--- config.mk ---
export PLATFORM = sky130hd
export DESIGN_NAME = spi_slave
export DESIGN_NICKNAME = d
export VERILOG_FILES = /design/src/rtl/spi_slave.sv
export SDC_FILE = /design/constraint.sdc
export NUM_CORES = 1
export LEC_CHECK = 0
export CORE_ASPECT_RATIO = 1.4
export CORE_UTILIZATION = 52
export CTS_CLUSTER_DIAMETER = 50
export DETAILED_ROUTE_END_ITERATION = 8
export PLACE_DENSITY = 0.89
export SLEW_MARGIN = 10
export SYNTH_ARGS = -nofsm -noshare
export SYNTH_HDL_FRONTEND = slang
export SYNTH_SLANG_ARGS = --single-unit
--- constraint.sdc ---
create_clock -name clock -period 1.9 [get_ports clock]
set_input_delay 0.285 -clock clock [delete_from_list [all_inputs] [get_ports clock]]
set_output_delay 0.285 -clock clock [all_outputs]
set_load 0.01 [all_outputs]
--- src/rtl/spi_slave.sv ---
// SPI mode-0 target (MSB first). Oversamples the SPI pins with the system
// clock, pushes completed receive words out via put, and pulls transmit
// words from an upstream source via get/empty.
module spi_slave #(
    parameter int W = 8
) (
    input  logic         clock,
    input  logic         reset,
    input  logic [W-1:0] in,
    output logic         get,
    input  logic         empty,
    output logic [W-1:0] out,
    output logic         put,
    input  logic         spi_cs_n,
    input  logic         spi_clock,
    input  logic         spi_mosi,
    output logic         spi_miso
);

    localparam int CW = $clog2(W);

    // Synchroniser and edge-history flops
    logic cs_meta_q, cs_meta_d, cs_sync_q, cs_sync_d, cs_hist_q, cs_hist_d;
    logic sck_meta_q, sck_meta_d, sck_sync_q, sck_sync_d, sck_hist_q, sck_hist_d;
    logic mosi_meta_q, mosi_meta_d, mosi_sync_q, mosi_sync_d;

    // Transfer state. The receive register only keeps W-1 bits: the final
    // bit of a word goes straight into out together with them.
    logic          active_q, active_d;
    logic [CW-1:0] cnt_q, cnt_d;
    logic [W-2:0]  rx_q, rx_d;
    logic [W-1:0]  tx_q, tx_d;
    logic [W-1:0]  out_q, out_d;
    logic          put_q, put_d;
    logic          get_q, get_d;
    logic          miso_q, miso_d;

    logic cs_fall, cs_rise, sck_rise, sck_fall;

    assign cs_fall  =  cs_hist_q  & ~cs_sync_q;
    assign cs_rise  = ~cs_hist_q  &  cs_sync_q;
    assign sck_rise = ~sck_hist_q &  sck_sync_q;
    assign sck_fall =  sck_hist_q & ~sck_sync_q;

    // Next-state logic: synchronisers, CS/SCK edge actions and MISO output
    always_comb begin
        cs_meta_d   = spi_cs_n;
        cs_sync_d   = cs_meta_q;
        cs_hist_d   = cs_sync_q;
        sck_meta_d  = spi_clock;
        sck_sync_d  = sck_meta_q;
        sck_hist_d  = sck_sync_q;
        mosi_meta_d = spi_mosi;
        mosi_sync_d = mosi_meta_q;

        active_d = active_q;
        cnt_d    = cnt_q;
        rx_d     = rx_q;
        tx_d     = tx_q;
        out_d    = out_q;
        put_d    = 1'b0;
        get_d    = 1'b0;
        miso_d   = active_q ? tx_q[W-1] : 1'b1;

        if (cs_fall) begin
            // CS fall wins over any coincident SCK edge
            active_d = 1'b1;
            cnt_d    = '0;
            if (!empty) begin
                tx_d  = in;
                get_d = 1'b1;
            end else begin
                tx_d = '1;
            end
        end else if (cs_rise) begin
            // Partial receive word and any fetched transmit word are dropped
            active_d = 1'b0;
            cnt_d    = '0;
        end else if (active_q && sck_rise) begin
            rx_d = {rx_q[W-3:0], mosi_sync_q};
            if (cnt_q == CW'(W - 1)) begin
                out_d = {rx_q, mosi_sync_q};
                put_d = 1'b1;
                cnt_d = '0;
            end else begin
                cnt_d = cnt_q + CW'(1);
            end
        end else if (active_q && sck_fall) begin
            if (cnt_q == '0) begin
                // Word boundary just crossed: fetch the next transmit word
                if (!empty) begin
                    tx_d  = in;
                    get_d = 1'b1;
                end else begin
                    tx_d = '1;
                end
            end else begin
                tx_d = {tx_q[W-2:0], 1'b1};
            end
        end
    end

    // State registers; synchronisers reset to idle pin levels
    always_ff @(posedge clock or negedge reset) begin
        if (!reset) begin
            cs_meta_q   <= 1'b1;
            cs_sync_q   <= 1'b1;
            cs_hist_q   <= 1'b1;
            sck_meta_q  <= 1'b0;
            sck_sync_q  <= 1'b0;
            sck_hist_q  <= 1'b0;
            mosi_meta_q <= 1'b0;
            mosi_sync_q <= 1'b0;
            active_q    <= 1'b0;
            cnt_q       <= '0;
            rx_q        <= '0;
            tx_q        <= '1;
            out_q       <= '0;
            put_q       <= 1'b0;
            get_q       <= 1'b0;
            miso_q      <= 1'b1;
        end else begin
            cs_meta_q   <= cs_meta_d;
            cs_sync_q   <= cs_sync_d;
            cs_hist_q   <= cs_hist_d;
            sck_meta_q  <= sck_meta_d;
            sck_sync_q  <= sck_sync_d;
            sck_hist_q  <= sck_hist_d;
            mosi_meta_q <= mosi_meta_d;
            mosi_sync_q <= mosi_sync_d;
            active_q    <= active_d;
            cnt_q       <= cnt_d;
            rx_q        <= rx_d;
            tx_q        <= tx_d;
            out_q       <= out_d;
            put_q       <= put_d;
            get_q       <= get_d;
            miso_q      <= miso_d;
        end
    end

    assign get      = get_q;
    assign put      = put_q;
    assign out      = out_q;
    assign spi_miso = miso_q;

endmodule

# [After elaboration in Yosys (flattened, before gate mapping)]
# Index checks and enable logic that the tools add are counted.
[op_classes] add_sub_neg=1 multipliers=0 div=0 n_lt_le_gt_ge=0 n_eq_ne=3 shifts=0 n_mux=23 n_bitwise=10 n_reduce_logical=9
[op_table] operator="$mux 8" count=6
[op_table] operator="$mux 1" count=13
[op_table] operator="$mux 3" count=4
[op_table] operator="$not 1->1" count=6
[op_table] operator="$reduce_and 3->1" count=2
[op_table] operator="$and 1x1->1" count=4
[op_table] operator="$ne 2x2->1 const B" count=2
[op_table] operator="$reduce_and 4->1" count=1
[op_table] operator="$reduce_bool 2->1" count=2
[op_table] operator="$add 3x1->3 const B" count=1
[op_table] operator="$eq 3x3->1 const B" count=1
[op_table] operator="$logic_not 3->1" count=1
[op_table] operator="$reduce_bool 3->1" count=1
[op_table] operator="$logic_and 1x1->1" count=2
[totals] register_bits=38 latchBits=0 mem_bits_rw=0 mem_bits_ro=0 input_bits=14 out_inout_bits=11 memories=0

# [Logic depth before layout (Yosys ltp)]
[depth] ltp_word=7 depth_mapped=7 ltp_nobuf=6

# [Worst setup path before layout]
# No wires, ideal clock.
[synth_path] kind="register to register" startpoint="register cs_hist_q" endpoint="register rx_q[0]" arrival_ps=1387 path_slack_ps=389 stages_incl_launch_ff=5 period_less_slack_ps=1511 path_cell_list="dfstp_2 > inv_1 > ha_1 > nand2_2 > mux2_2"
[synth_via] elab_chain_len=4
[synth_lines] element="from (decl)" line_no="23" rtl="logic cs_meta_q, cs_meta_d, cs_sync_q, cs_sync_d, cs_hist_q, cs_hist_d;"
[synth_lines] element="from (signal assigned)" line_no="125" rtl="cs_hist_q <= cs_hist_d;"
[synth_lines] element="$not 1->1" line_no="41" rtl="assign cs_rise = ~cs_hist_q & cs_sync_q;"
[synth_lines] element="$and 1x1->1" line_no="41"
[synth_lines] element="$not 1->1 (no source line)"
[synth_lines] element="$reduce_and 3->1 (no source line) *"
[synth_lines] element="to (signal assigned)" line_no="133" rtl="rx_q <= rx_d;"
[synth_lines] element="to (decl)" line_no="31" rtl="logic [W-2:0] rx_q, rx_d;"
# Mark *: on every way between the ends. The rest lies on a longest branch, timed or not.
# A chain may end at the register's enable or synchronous reset.

# [Worst setup path in the final report]
[layout_path] startpoint="register cs_hist_q" endpoint="register rx_q[6]"
# Same word-level chain as after synthesis.

==> impl_metrics.csv <==
group,metric,value,unit
drt,wl_per_cell,15.2,um
yosys,synth_seq_area_share,62.4,%
worst_setup_path,crit_fanout,7,
finish,antennaDiodeCount,0,
cts,clkSinkCount,38,
hold_path,hp-class,"flip-flop to flip-flop",
sta,fmax,605,MHz
floorplan,io_pins,25,
worst_setup_path,start_kind,"flip-flop",
hold_path,whs_endpoint,"cs_hist_d$_DFF_PN1_",
cts,postCtsSetupBuffers,0,
grt,grt_pass1_wl,4540,um
cts,cts_resized,0,
yosys,synthSimpleGateAreaFrac,12.4,%
drt,route.layer.met1.wl,1060,um
floorplan,design.die.area,3200,um2
worst_setup_path,endpoint_kind,"flip-flop",
worst_setup_path,rrSetupSlack,250,ps
power_and_ir_drop,leakage,0.000890,uW
drt,met3WireLength,162,um
cts,ctsHtreeMaxLevel,2,
cts,cts_made_buffers,5,
sta,relSlewSlack,69.9,%
status,status,"finished, final reports clean",
cts,cts_tree,"yes",
worst_setup_path,worstPathArrival,1830,ps
sta,finalSetupTns,0,ps
power_and_ir_drop,ir_drop,0.692,mV
drt,wl_met2,1540,um
sta,fin_ws,248,ps
yosys,syn_area_per_cell,13.2,um2
finish,final_util,68.0,%
finish,fillers,209,
drt,ant_nets,0,
place,hpwl,2010,um
worst_setup_path,worstReg2RegEnd,"rx_q[6]$_DFFE_PN0P_",
cts,hold_buffers,0,
finish,regArea,966,um2
place,pre_cts_slack,252,ps
drt,top_layer_used,"met4",
grt,grt-ovfl-total,0,
sta,setup_viol,0,
grt,grt_usage,21.4,%
yosys,synth_compound_area_share,7.11,%
finish,area_delta_synth_final,25.1,%
sta,hold_viol,0,
grt,grt_max_degree,39,
power_and_ir_drop,cellPowerDensity,1050,nW/um2
floorplan,initial_core_util,54.3,%
drt,drt_pass1_iterations,3,
cts,clk_path_buf_depth,2,
place,place_area,1830,um2
sta,rsz0062_at_grt,"false",
yosys,synthAdderAreaFrac,4.04,%
drt,num_vias,992,
drt,first_iter_violations,23,
cts,clkTransAtPathRegs,70,ps
job,maxCapViolCount,0,
yosys,synth.distinct_cells,24,
place,gp_congestion,0.790,
sta,fin_crit_sh,86.9,%
floorplan,core,2850,um2
hold_path,min_from,"cs_meta_q$_DFF_PN1_",
sta,finalCriticalPeriod,1650,ps
grt,antenna_found_initial,0,
floorplan,dieWidth,48.1,um
finish,drive_above_1_share,29.1,%
worst_setup_path,timing.rr.start,"cs_hist_q$_DFF_PN1_",
yosys,synth.cell_area,1550,um2
yosys,ys_ff_latch,38,
hold_path,holdPathStages,0,
drt,drt-total-wl,2820,um
worst_setup_path,crit_type,"flip-flop to flip-flop",
worst_setup_path,crit_required,2080,ps
drt,drc_errors,0,
yosys,synthXorXnorAreaFrac,0,%
sta,worst_pin_slew,452,ps
yosys,syn_nets,136,
grt,grt_pass1_vias,1026,
sta,finClkSkew,7.61,ps
cts,clk_latency,290,ps
yosys,synth_top_family_by_area,"simple AND/OR/NAND/NOR gates",
floorplan,chipHeight,66.6,um
yosys,ys_warn_count,0,
floorplan,rows,23,
cts,ctsRootBufferMaster,"clkbuf_8",
drt,vias_per_cell,5.36,
yosys,syn_inst,117,
finish,design_area,1940,um2
finish,multi_input_area,544,um2
worst_setup_path,r2r.worst_path.cells,4,
power_and_ir_drop,totalPowerFinal,2040,uW
sta,maxSlewViolCount,0,
yosys,synthMuxAreaShare,11.6,%
place,io_buffers,24,
finish,nets,166,
-- worst max path at each step --
stage / slack [ps] / end / cells past startpoint / startpoint
floorplan: 390 / rx_q[0]$_DFFE_PN0P_ / 4 / cs_hist_q$_DFF_PN1_
global placement: 310 / rx_q[2]$_DFFE_PN0P_ / 4 / cs_hist_q$_DFF_PN1_
detailed placement: 250 / rx_q[6]$_DFFE_PN0P_ / 4 / cs_hist_q$_DFF_PN1_
CTS: 240 / rx_q[1]$_DFFE_PN0P_ / 4 / cs_hist_q$_DFF_PN1_
global route: 160 / tx_q[6]$_DFFE_PN1P_ / 5 / cs_hist_d$_DFF_PN1_
finish: 250 / rx_q[6]$_DFFE_PN0P_ / 4 / cs_hist_q$_DFF_PN1_
-- Yosys cell counts --
cell / count / share of area [%]
a21o_1: 1 / 0.49
a21oi_1: 1 / 0.32
a21oi_2: 1 / 0.57
and3_1: 1 / 0.40
and3b_2: 2 / 1.3
buf_1: 1 / 0.24
buf_6: 1 / 0.73
dfrtp_1: 26 / 42
dfstp_2: 12 / 20
ha_1: 5 / 4.0
inv_1: 6 / 1.5
mux2_2: 16 / 12
nand2_1: 8 / 1.9
nand2_2: 1 / 0.40
nand2b_1: 1 / 0.40
nand3_1: 1 / 0.32
nand3_4: 1 / 1.1
nand4b_1: 2 / 1.1
nor2_1: 8 / 1.9
nor3_1: 9 / 2.9
o21ai_0: 4 / 1.3
o21ai_4: 1 / 1.1
o31ai_1: 7 / 3.4
or2b_1: 1 / 0.49
-- cell type report --
class | instances | area share, %
Sequential cell | 38 | 49.9
Multi-Input combinational cell | 71 | 28.1
Timing Repair Buffer | 25 | 12.8
Clock buffer | 8 | 5.68
Tap cell | 37 | 2.39
Inverter | 6 | 1.16
-- sequential cells by signal (all words and copies together), names as in the netlist, 3 cells and up --
name and flops:
cnt_q 3, out 8, rx_q 7, tx_q 8
-- routing by layer --
| layer | track usage [%] | vias to the layer above |
|---|---|---|
| met1 | 21.7 | 492 |
| met3 | 9.21 | 7 |
| met4 | 9.03 | 0 |
| met2 | 36.3 | 27 |
| met5 | 0 | - |
| li1 | - | 466 |
-- metrics by stage --
step | cells | hold WS [ps]
4_1_cts | 185 | 352
5_1_grt | 185 | 357
3_3_place_gp | 177 | 334
2_1_floorplan | 117 | -10.6
6_report | 185 | 348
3_5_place_dp | 177 | 339
-- power by group --
part           internal, uW  total [uW]  leakage (uW)  switching (uW)
Sequential              976        1050      0.000471            74.4
Combinational           154         350      0.000362             196
Clock                   366         639     0.0000575             273
-- logic make-up after synthesis --
group / after synthesis
simple gates: 35
mux: 16
flops: 38
compound gates: 15
fa+ha+maj: 5
buf+inv: 8
-- cells in the final DEF (no fill, tap or decap), types with 2 or more instances in the layout --
cell type	n
inv_1	6
nor3_1	9
nand4b_1	2
clkbuf_8	8
ha_1	5
mux2_2	16
o21ai_0	4
and3b_2	2
nor2_1	8
nand2_1	8
o31ai_1	7
dfrtp_1	26
dfstp_2	12
clkdlybuf4s50_1	24
-- worst max-delay path: stages (launching register included) --
cell and delay (ps):
dfstp_2 540, inv_1 50, ha_1 380, nand2_2 200, mux2_2 360
No activity file was read; power rests on OpenSTA's default activity.
